## src/rtl/mem_responder_pkg.sv

```systemverilog
// Shared types and constants for the mem_responder data-memory block.
// Optional feature macro used by this slice: MEM_RESPONDER_BYTE_STROBE_EN
package mem_pkg;

   // Latency counter width; 4 bits covers the legal LATENCY range 1..15
   localparam int CNT_W            = 4;
   localparam int DEFAULT_WIDTH    = 32;
   localparam int DEFAULT_MEM_SIZE = 32;

   typedef enum logic [1:0] {
      IDLE = 2'd0,
      WAIT = 2'd1,
      RESP = 2'd2
   } state_t;

   // Index width for an array of n words (at least one bit)
   function automatic int addr_bits(input int n);
      return (n > 1) ? $clog2(n) : 1;
   endfunction

endpackage

```

## src/rtl/mem_responder_array.sv

```systemverilog
// mem_array: MEM_SIZE x WIDTH register storage with per-byte write strobes,
// synchronous active-low clear, combinational read and a flat monitor bus
// (word 0 in the MSBs).
module mem_array
   import mem_pkg::*;
#(
   parameter  int WIDTH    = DEFAULT_WIDTH,
   parameter  int MEM_SIZE = DEFAULT_MEM_SIZE,
   localparam int AW       = addr_bits(MEM_SIZE),
   localparam int NB       = WIDTH / 8
) (
   input  logic                      clk,
   input  logic                      rst,
   input  logic                      we_i,
   input  logic [AW-1:0]             addr_i,
   input  logic [WIDTH-1:0]          wdata_i,
   input  logic [NB-1:0]             be_i,
   output logic [WIDTH-1:0]          rdata_o,
   output logic [WIDTH*MEM_SIZE-1:0] bus_o
);

   logic [WIDTH-1:0] mem_q [MEM_SIZE];

   // Storage: clear every word on reset, otherwise merge strobed bytes on write
   always_ff @(posedge clk) begin
      if (!rst) begin
         for (int i = 0; i < MEM_SIZE; i++) begin
            mem_q[i] <= '0;
         end
      end else if (we_i) begin
         for (int k = 0; k < NB; k++) begin
            if (be_i[k]) begin
               mem_q[addr_i][8*k +: 8] <= wdata_i[8*k +: 8];
            end
         end
      end
   end

   assign rdata_o = mem_q[addr_i];

   generate
      for (genvar gi = 0; gi < MEM_SIZE; gi++) begin : g_bus
         assign bus_o[WIDTH*(MEM_SIZE-gi)-1 -: WIDTH] = mem_q[gi];
      end
   endgenerate

endmodule

```

## src/rtl/mem_responder.sv

```systemverilog
// mem_responder: single-outstanding load/store responder with programmable
// latency (LATENCY legal range 1..15) and valid/ready request/response channels.
// Optional feature macro: MEM_RESPONDER_BYTE_STROBE_EN adds req_be byte strobes.
module mem_responder
   import mem_pkg::*;
#(
   parameter int WIDTH    = DEFAULT_WIDTH,
   parameter int MEM_SIZE = DEFAULT_MEM_SIZE,
   parameter int LATENCY  = 2
) (
   input  logic                      clk,
   input  logic                      rst,
   input  logic                      req_valid,
   output logic                      req_ready,
   input  logic                      req_we,
   input  logic [WIDTH-1:0]          req_addr,
   input  logic [WIDTH-1:0]          req_wdata,
`ifdef MEM_RESPONDER_BYTE_STROBE_EN
   input  logic [WIDTH/8-1:0]        req_be,
`endif
   output logic                      resp_valid,
   input  logic                      resp_ready,
   output logic [WIDTH-1:0]          resp_rdata,
   output logic                      resp_err,
   output logic [WIDTH*MEM_SIZE-1:0] out_regs_bus
);

   localparam int AW     = addr_bits(MEM_SIZE);
   localparam int NB     = WIDTH / 8;
   // With a one-cycle latency the access happens on the accept edge itself,
   // so it must use the live request instead of the latched copy.
   localparam bit DIRECT = (LATENCY == 1);

   state_t             state_q;
   logic [CNT_W-1:0]   cnt_q;
   logic               we_q;
   logic [WIDTH-1:0]   addr_q;
   logic [WIDTH-1:0]   wdata_q;
   logic               req_ready_q;
   logic               resp_valid_q;
   logic [WIDTH-1:0]   rdata_q;
   logic               err_q;

   logic               accept_d;
   logic               acc_go_d;
   logic               acc_we_d;
   logic [WIDTH-1:0]   acc_addr_d;
   logic [WIDTH-1:0]   acc_wdata_d;
   logic [NB-1:0]      acc_be_d;
   logic               acc_err_d;
   logic [WIDTH-1:0]   mem_rdata;

`ifdef MEM_RESPONDER_BYTE_STROBE_EN
   logic [NB-1:0]      be_q;
   assign acc_be_d = DIRECT ? req_be : be_q;
`else
   assign acc_be_d = '1;
`endif

   assign accept_d    = (state_q == IDLE) && req_valid;
   assign acc_go_d    = DIRECT ? accept_d : ((state_q == WAIT) && (cnt_q == CNT_W'(1)));
   assign acc_we_d    = DIRECT ? req_we    : we_q;
   assign acc_addr_d  = DIRECT ? req_addr  : addr_q;
   assign acc_wdata_d = DIRECT ? req_wdata : wdata_q;
   // Full-width compare: high address bits never alias into the array
   assign acc_err_d   = (acc_addr_d >= WIDTH'(MEM_SIZE));

   mem_array #(
      .WIDTH    (WIDTH),
      .MEM_SIZE (MEM_SIZE)
   ) u_array (
      .clk     (clk),
      .rst     (rst),
      .we_i    (acc_go_d && acc_we_d && !acc_err_d),
      .addr_i  (acc_addr_d[AW-1:0]),
      .wdata_i (acc_wdata_d),
      .be_i    (acc_be_d),
      .rdata_o (mem_rdata),
      .bus_o   (out_regs_bus)
   );

   // Request/response FSM with registered handshake outputs and result capture
   always_ff @(posedge clk) begin
      if (!rst) begin
         state_q      <= IDLE;
         cnt_q        <= '0;
         we_q         <= 1'b0;
         addr_q       <= '0;
         wdata_q      <= '0;
`ifdef MEM_RESPONDER_BYTE_STROBE_EN
         be_q         <= '0;
`endif
         req_ready_q  <= 1'b1;
         resp_valid_q <= 1'b0;
         rdata_q      <= '0;
         err_q        <= 1'b0;
      end else begin
         case (state_q)
            IDLE: begin
               if (req_valid) begin
                  we_q        <= req_we;
                  addr_q      <= req_addr;
                  wdata_q     <= req_wdata;
`ifdef MEM_RESPONDER_BYTE_STROBE_EN
                  be_q        <= req_be;
`endif
                  cnt_q       <= CNT_W'(LATENCY - 1);
                  req_ready_q <= 1'b0;
                  state_q     <= DIRECT ? RESP : WAIT;
               end
            end
            WAIT: begin
               if (cnt_q != CNT_W'(1)) begin
                  cnt_q <= cnt_q - CNT_W'(1);
               end else begin
                  state_q <= RESP;
               end
            end
            RESP: begin
               if (resp_ready) begin
                  state_q      <= IDLE;
                  resp_valid_q <= 1'b0;
                  req_ready_q  <= 1'b1;
               end
            end
            default: begin
               state_q <= IDLE;
            end
         endcase
         // Result capture on the access edge; held until the handshake
         if (acc_go_d) begin
            resp_valid_q <= 1'b1;
            rdata_q      <= (acc_err_d || acc_we_d) ? '0 : mem_rdata;
            err_q        <= acc_err_d;
         end
      end
   end

   assign req_ready  = req_ready_q;
   assign resp_valid = resp_valid_q;
   assign resp_rdata = rdata_q;
   assign resp_err   = err_q;

endmodule

```

## config.mk

```make
export PLATFORM = sky130hd
export DESIGN_NAME = mem_responder
export DESIGN_NICKNAME = d
export VERILOG_FILES = /design/src/rtl/mem_responder_pkg.sv /design/src/rtl/mem_responder_array.sv /design/src/rtl/mem_responder.sv
export SDC_FILE = /design/constraint.sdc
export NUM_CORES = 1
export LEC_CHECK = 0
export ABC_AREA = 1
export BUFFER_PORTS_ARGS = -buffer_cell sky130_fd_sc_hd__buf_2
export CAP_MARGIN = 10
export CORE_AREA = 2 2 435 437
export CTS_BUF_LIST = sky130_fd_sc_hd__clkbuf_16
export CTS_CLUSTER_DIAMETER = 40
export DETAILED_ROUTE_END_ITERATION = 8
export DIE_AREA = 0 0 437 439
export SLEW_MARGIN = 30
export SYNTH_ARGS = -nofsm -noshare
export SYNTH_HDL_FRONTEND = slang
export SYNTH_HIERARCHICAL = 1
export SYNTH_SLANG_ARGS = --single-unit
```

## constraint.sdc

```tcl
create_clock -name clk -period 3.5 [get_ports clk]
set_input_delay 0.7 -clock clk [delete_from_list [all_inputs] [get_ports clk]]
set_output_delay 0.7 -clock clk [all_outputs]
set_load 0.01 [all_outputs]
```

# ---- After elaboration in Yosys (flattened, before gate mapping)
# Memories as Yosys holds them, arrays and structs flattened. A register that Yosys moved wholly into a read port is not among the register bits.
# Cells that the tools add are included.
# W data, S select, Z words.
dict set report word_totals {
  regBits 106
  ramBits 1024
  elab_cells 59
  memories 1
}
# name words word_bits read_ports rd_ports_with_merged_regs write_ports line
set mem_list {}
lappend mem_list {u_array.mem_q 32 32 33 1 32 mem_responder_array.sv:22} ;# logic [WIDTH-1:0] mem_q [MEM_SIZE];
dict set report classes {
  addsub 1
  order_cmp 1
  n_eq_ne 8
  n_mux 23
  n_reduce_logical 16
}
# cell n
set ops {}
lappend ops {{$mux W32} 2}
lappend ops {{$ge A32 B6 Y1 const B} 1}
lappend ops {{$reduce_or A32 Y1} 1}
lappend ops {{$mux W5} 3}
lappend ops {{$mux W1} 10}
lappend ops {{$reduce_and A3 Y1} 3}
lappend ops {{$mux W4} 2}
lappend ops {{$pmux W4 S2} 1}
lappend ops {{$reduce_bool A2 Y1} 4}
lappend ops {{$mux W2} 3}
lappend ops {{$ne A2 B2 Y1 const B} 3}
lappend ops {{$pmux W2 S3} 1}
lappend ops {{$eq A4 B1 Y1 const B} 1}
lappend ops {{$ne A4 B1 Y1 const B} 1}
lappend ops {{$reduce_and A2 Y1} 2}
lappend ops {{$sub A4 B1 Y4 const B} 1}
lappend ops {{$logic_and A1 B1 Y1} 3}
lappend ops {{$eq A2 B1 Y1 const B} 1}
lappend ops {{$eq A2 B2 Y1 const B} 1}
lappend ops {{$logic_not A2 Y1} 1}
lappend ops {{$ne A2 B1 Y1 const B} 1}
lappend ops {{$pmux W1 S2} 1}
lappend ops {{$logic_not A1 Y1} 1}
lappend ops {{$logic_or A1 B1 Y1} 1}

# ---- Longest topological paths before layout
# Gate-level depths: netlist (run 1).
dict set report depth {
  depth_word 9
  mapped_depth 15
}

# ---- Hierarchy
# Netlist (run 1), hierarchy kept.
# mod instances cells_each area_per_inst_um2 seq_area_each_um2
set modules_own_cells {}
lappend modules_own_cells {mem_array 1 5502 47735.8 30749.5}
lappend modules_own_cells {mem_responder 1 570 4448.0 2122.0}

# ---- Worst setup path before layout (run 1)
# No wires, ideal clock.
dict set report synth_timing {
  kind {register to register}
  start {register cnt_q[1]}
  end {memory u_array/mem_q[0][10] (netlist bit), enable pin}
  setup_ns 0.329
  arrival_time_ns 2.400
  required_time_ns 3.171
  path_slack_ns 0.771
  path_stages_with_launch 14
  n_path_buf 2
  path_cell_list {dfxtp_1 > inv_1 > ha_1 > nand3_4 > nor2_4 > inv_2 > nor2_8 > buf_8 > and3_2 > nand2_1 > nor2_1 > clkbuf_1 > nand2_1 > nand2_1}
}
# element line
set synth_lines {}
lappend synth_lines {{start, declared} mem_responder.sv:35} ;# logic [CNT_W-1:0] cnt_q;
lappend synth_lines {{start signal, assigned} mem_responder.sv:107} ;# cnt_q <= CNT_W'(LATENCY - 1);
lappend synth_lines {{start signal, assigned} mem_responder.sv:114} ;# cnt_q <= cnt_q - CNT_W'(1);
lappend synth_lines {{end, declared} mem_responder_array.sv:22}

==> run summary, run 1 <==
Switching Fraction - 29.9%
Avg Cell Area, Syn - 8.59 sq um
Crit path launch type - flop
Setup TNS - 0 ps
Final wirelength - 278 mm
I/O pin count - 1128
NetSw - 11.8 mW
Worst path arrival time - 3700 ps
Clock Latency Late Sink - 880 ps
Maximum vdd drop - 0.398 mV
Largest net degree at the start of global routing - 153
Met2 usage - 43.0%
Static leakage - 31.0 nW
Die outline height - 439 microns
Slew @ Worst Pin - 1100 ps
Tcrit/Tclk final - 92.1%
Gp weighted congestion - 1.02
Fmax - 310 MHz
Hold_buf cts - 0
WHS - 79.8 ps
Final Setup Violations - 0
Placed Area - 0.0611 sq mm
Via density - 4.95
Layer with the highest usage - met2
Synth cell types - 35
DRC viols - 0
Clock power share - 48.2%
Mapped Cells - 6072
Total grt overflow - 0
Area delta synth->final - 29.8%
Critical-path top delay cell - nand2_1
Critical path's largest stage delay - 340 ps
Post-CTS setup buffer count - 0
Sequential power share - 39.6%
CTS tree - yes
Slew headroom - 26.6%
Core region area - 0.187 sq mm
Worst-path maximum fanout - 32
Outcome - completed
Worst Path Required - 3970 ps
DR WL/cell - 28.2 microns
Final Hold Viols - 0
Chip Width - 437 microns
Hold crit path type - in -> reg
Cell Rows - 159
Finished Cell Area - 0.0677 sq mm
Vias - 48700
Post-DRT Antenna Nets - 0
Synth Warn # - 6
Worst-path clk slew - 60 ps
Post-CTS sizing - 0
Gr usage total - 27.8%
Clock Skew - 76.0 ps
H-tree depth - 4
IO Port Bufs - 1127
Met3 Resource Use GR - 6.69%
Dpl hpwl - 212 mm
Vias in the first global route - 45100
Synth top area cells - edfxtp_1, nand2_1, nor2_1
Post-layout min period - 3220 ps
First-pass GRT wire length - 371 mm
First-pass detailed-route iteration total - 6
Initial core utilization - 27.9%
DRT iter0 DRCs - 6332
Power, Total - 39.5 mW
CTS buffer count - 187
Clock Tree Buf Depth - 3
Critical-path cell list - nor2_1 -> nand2_1 -> nor2_1 -> nand2_1 -> nor2_8 -> and3_2 -> nand2_1 -> nor2_4 -> buf_12 -> nand2_1 -> nand2_1
Pwr per Cell Area - 584 mW/mm^2
Met1 Usage GRT - 33.8%
Post-synth top area share - 58.9%
Kind of critical path - reg -> reg
Die Area - 0.192 sq mm
Final Slew Violations - 0
#FFs+latches synth - 1130
Comb power frac - 12.2%
Clk root buf - clkbuf_16
Initial antenna violation count - 13
RSZ-0062 raised after global routing - no
Synth area leader - edfxtp_1
Synthesized area - 0.0522 sq mm
P_int - 27.7 mW
Share of layout cells above drive strength 1 - 23.5%
CP Capture Type - flop
Sequential element share of the synthesized area - 63.0%
Final nets - 7250
CP most frequent cell - nand2_1
Clk sink count - 1130
Max Cap Viol - 0
==> worst max-delay path, delay by kind of cell, from the launching register on <==
| family | cells | cell delay, ps |
|---|---|---|
| AND/OR/NAND/NOR | 10 | 2140 |
| flip-flops | 1 | 310 |
| buffers and inverters | 1 | 260 |
==> state kept, by name, summed over array words and instances, names as in the netlist <==
| register | count |
|---|---|
| acc_addr_d | 32 |
| resp_err | 1 |
| resp_rdata | 32 |
| acc_wdata_d | 32 |
| resp_valid | 1 |
| cnt_q | 4 |
| req_ready | 1 |
| acc_we_d | 1 |
| u_array/mem_q | 1024 |
| state_q | 2 |
==> cells in the final DEF (no fill, tap or decap), drive strengths merged, types with 2 or more instances in the layout <==
cell         n
bufinv      16
edfxtp    1024
ha           2
conb         4
clkinvlp    15
inv        158
nor3        10
diode        6
dfxtp      106
o21ai       68
a21oi       39
clkinv      67
nor2      1307
clkbuf     189
buf       1268
nand2     3030
nand3       36
==> cell families after synthesis <==
family / share of synthesized area (%)
AND/OR/NAND/NOR: 32.4
flip-flops: 63.0
buffers and inverters: 3.37
AO/OA/AOI/OAI: 1.23
adder cells (fa/ha/maj): 0.0479
other: 0.00719
==> power by group through the flow <==
stage | clock network [mW] | registers (mW) | logic (mW)
3_5_place_dp | 0 | 15.9 | 4.76
5_1_grt | 19.9 | 15.7 | 5.10
2_1_floorplan | 0 | 15.9 | 2.22
3_3_place_gp | 0 | 15.9 | 4.73
4_1_cts | 19.2 | 15.6 | 4.77
6_report | 19.1 | 15.7 | 4.82
==> final timing paths <==
| kind | startpoint | to | slack, ps | cells past startpoint |
|---|---|---|---|---|
| worst max-delay path | acc_addr_d[18]$_SDFFE_PN0P_ | u_array/mem_q[26][31]$_SDFFCE_PN0P_ | 280 | 11 |
| worst min-delay path | req_addr[16] | acc_addr_d[16]$_SDFFE_PN0P_ | 80 | 3 |
| worst max register to register | acc_addr_d[18]$_SDFFE_PN0P_ | u_array/mem_q[26][31]$_SDFFCE_PN0P_ | 280 | 11 |
| worst min register to register | req_ready$_SDFFE_PN1P_ | req_ready$_SDFFE_PN1P_ | 460 | 2 |
==> layer usage <==
metal | routed length (microns) | share of wire [%]
met5 | 41 | 0.015
met4 | 23800 | 8.6
met3 | 28500 | 10
met2 | 124000 | 45
met1 | 101000 | 36
==> per-stage QoR <==
stage | utilization [%] | std cells | worst slack (ps)
2_1_floorplan | - | 6075 | 771
3_3_place_gp | 32.6 | 9485 | 339
3_5_place_dp | 32.7 | 9485 | 363
4_1_cts | 36.2 | 9837 | 316
5_1_grt | 36.2 | 9837 | 132
6_report | 36.2 | 9843 | 275
==> synth_stat cells (all sizes together) <==
cell / n
or2: 1
nand2: 3030
buf: 39
a21oi: 39
nand4: 1
o21ai: 68
edfxtp: 1024
conb: 1
inv: 91
clkinv: 2
clkbuf: 314
nor2: 1307
nor3: 10
nand3: 36
and3: 1
ha: 2
dfxtp: 106
==> layout make-up <==
cell class	instances	area [sq um]
fill	19400	119000
clock inverter	163	1910
sequential	1130	32900
tap	2495	3120
multi-input combinational	4499	17600
clock buffer	189	4730
inverter	93	380
antenna	6	15.0
timing repair buffer	1268	7070
Power figures use the tool's default switching activity.
==> inputs of run 2 (changes only) <==
- clock period: 3.5 -> 2.75 ns (I/O delays scaled with it)
==> run 2 against run 1 <==
Global-route usage decreased by 0.30 points. Worst hold slack better by 5.0 ps. Clock-buffer cell count grew 2. Setup slack lost 180 ps. Fmax increased by 22%. Combinational power increased by 39%. Critical path depth is 3 higher.
==> run summary, run 2 (synthesis results as in run 1) <==
Outcome - completed
Die outline height - 439 microns
IO Port Bufs - 1127
Worst-path maximum fanout - 13
Clk root buf - clkbuf_16
Final Setup Violations - 0
Share of layout cells above drive strength 1 - 26.1%
Slew @ Worst Pin - 798 ps
RSZ-0062 raised after global routing - no
Final Slew Violations - 0
Gr usage total - 27.5%
Area of the multi-input gates - 0.0176 sq mm
Clock power share - 48.3%
Final wirelength - 275 mm
Clock Tree Buf Depth - 3
Area delta synth->final - 36.9%
Crit path launch type - flop
First-pass detailed-route iteration total - 6
Vias in the first global route - 46900
Worst-path clk slew - 50 ps
Clock Latency Late Sink - 860 ps
Die Area - 0.192 sq mm
Power, Total - 51.3 mW
Vias - 50000
DR WL/cell - 27.0 microns
CP most frequent cell - nand2_1
Via density - 4.91
Total grt overflow - 0
Biggest register - u_array/mem_q
Worst Path Required - 3300 ps
NetSw - 14.6 mW
Placed cell count - 9773
Final-layout fill cell count - 19000
Final Hold Viols - 0
H-tree depth - 4
Pwr per Cell Area - 719 mW/mm^2
Maximum vdd drop - 0.493 mV
Largest net degree at the start of global routing - 72
Fmax - 377 MHz
DRC viols - 0
First-pass GRT wire length - 371 mm
Critical-path cell list - inv_1 -> ha_2 -> nand3_4 -> nor2_4 -> inv_2 -> nor2_8 -> and3_2 -> nand2_1 -> buf_12 -> nor2_4 -> buf_12 -> nand2_1 -> nand2_1 -> buf_4
Cell Rows - 159
Kind of critical path - reg -> reg
Gp weighted congestion - 0.983
Max Cap Viol - 0
Layout Cells excl Fill - 10200
Static leakage - 32.9 nW
Commonest non-fill, non-tap cell in the layout - nand2_1
Slew headroom - 46.6%
Met1 Usage GRT - 33.5%
Critical path's largest stage delay - 320 ps
Clk sink count - 1130
Post-layout min period - 2650 ps
CP Capture Type - flop
WHS - 84.8 ps
Tcrit/Tclk final - 96.4%
Core region area - 0.187 sq mm
CTS buffer count - 184
Met3 Resource Use GR - 5.90%
Sequential Area - 0.0329 sq mm
CTS tree - yes
Comb power frac - 13.0%
Most frequent cells in the layout - nand2_1, nor2_1, buf_2, edfxtp_1, buf_4
Critical-path top delay cell - dfxtp_1
Worst path arrival time - 3200 ps
I/O pin count - 1128
Clock Skew - 44.9 ps
Chip Width - 437 microns
Switching Fraction - 28.4%
Final nets - 7593
Met2 usage - 43.9%
Initial core utilization - 27.9%
DRT iter0 DRCs - 6472
Dpl hpwl - 212 mm
Hold crit path type - in -> reg
Post-DRT Antenna Nets - 0
Layer with the highest usage - met2
P_int - 36.7 mW
Final design utilization - 38.2%
Max FFs per register - 1024
Sequential power share - 38.7%
Initial antenna violation count - 9
[run 2: cell count changes in the layout (fill, tap and decap cells not counted), sizes merged]
cell         previous run  this run
buf                  1268      1557
dlygate4sd3             0        56
clkinv                 67        47
bufinv                 16        30
inv                   158       146
clkinvlp               15        26
clkbuf                189       192
diode                   6         3
[run 2: power by group through the flow]
stage	clock network, mW	registers, mW	logic (mW)
after floorplan	0	20.2	2.82
after global placement	0	20.2	6.55
after detailed placement	0	20.2	6.58
after CTS	25.0	19.8	6.67
after global routing	25.7	19.9	7.11
final	24.8	19.9	6.70
[run 2: worst paths after layout]
check,start,endpoint,slack [ps],cells past startpoint
worst max register to register,cnt_q[1]$_SDFFE_PN0P_,u_array/mem_q[20][30]$_SDFFCE_PN0P_,100,14
worst max-delay path,cnt_q[1]$_SDFFE_PN0P_,u_array/mem_q[20][30]$_SDFFCE_PN0P_,100,14
worst min-delay path,req_addr[4],acc_addr_d[4]$_SDFFE_PN0P_,80,3
worst min register to register,acc_addr_d[30]$_SDFFE_PN0P_,acc_addr_d[30]$_SDFFE_PN0P_,460,2
[run 2: per-layer routing]
metal  up-vias  part of all wire [%]
met5         -                0.0047
met4         2                   7.6
met3       621                   9.9
met2      3170                    46
met1     24100                    37
li1      22100                     -
[run 2: layout make-up]
cell class	instances	area share (%)
multi-input combinational	4499	24.7
antenna	3	0.0105
sequential	1130	46.0
timing repair buffer	1614	15.1
clock inverter	156	2.60
tap	2495	4.37
clock buffer	191	6.69
inverter	93	0.515
[run 2: critical path, delay by kind of cell (launching register included)]
kind,cells,cell delay (ps)
adders and majority gates,1,200
buffers and inverters,5,690
DFF,1,320
and+or+nand+nor,8,1100
[run 2: repair_timing]
action,in CTS,in global routing
resized for setup,0,10
endpoints found under the setup margin,0,190
hold endpoints to repair,58,0
hold buffers,56,0
setup buffers,0,1
[run 2: metrics by stage]
step / setup WS [ps] / area (sq um) / setup TNS, ps
finish: 99.6 / 71500 / 0
global placement: -75.2 / 64200 / -677
detailed placement: 44.1 / 64200 / 0
global route: 3.42 / 71400 / 0
CTS: 16.9 / 71400 / 0
floorplan: 21.2 / 52200 / 0
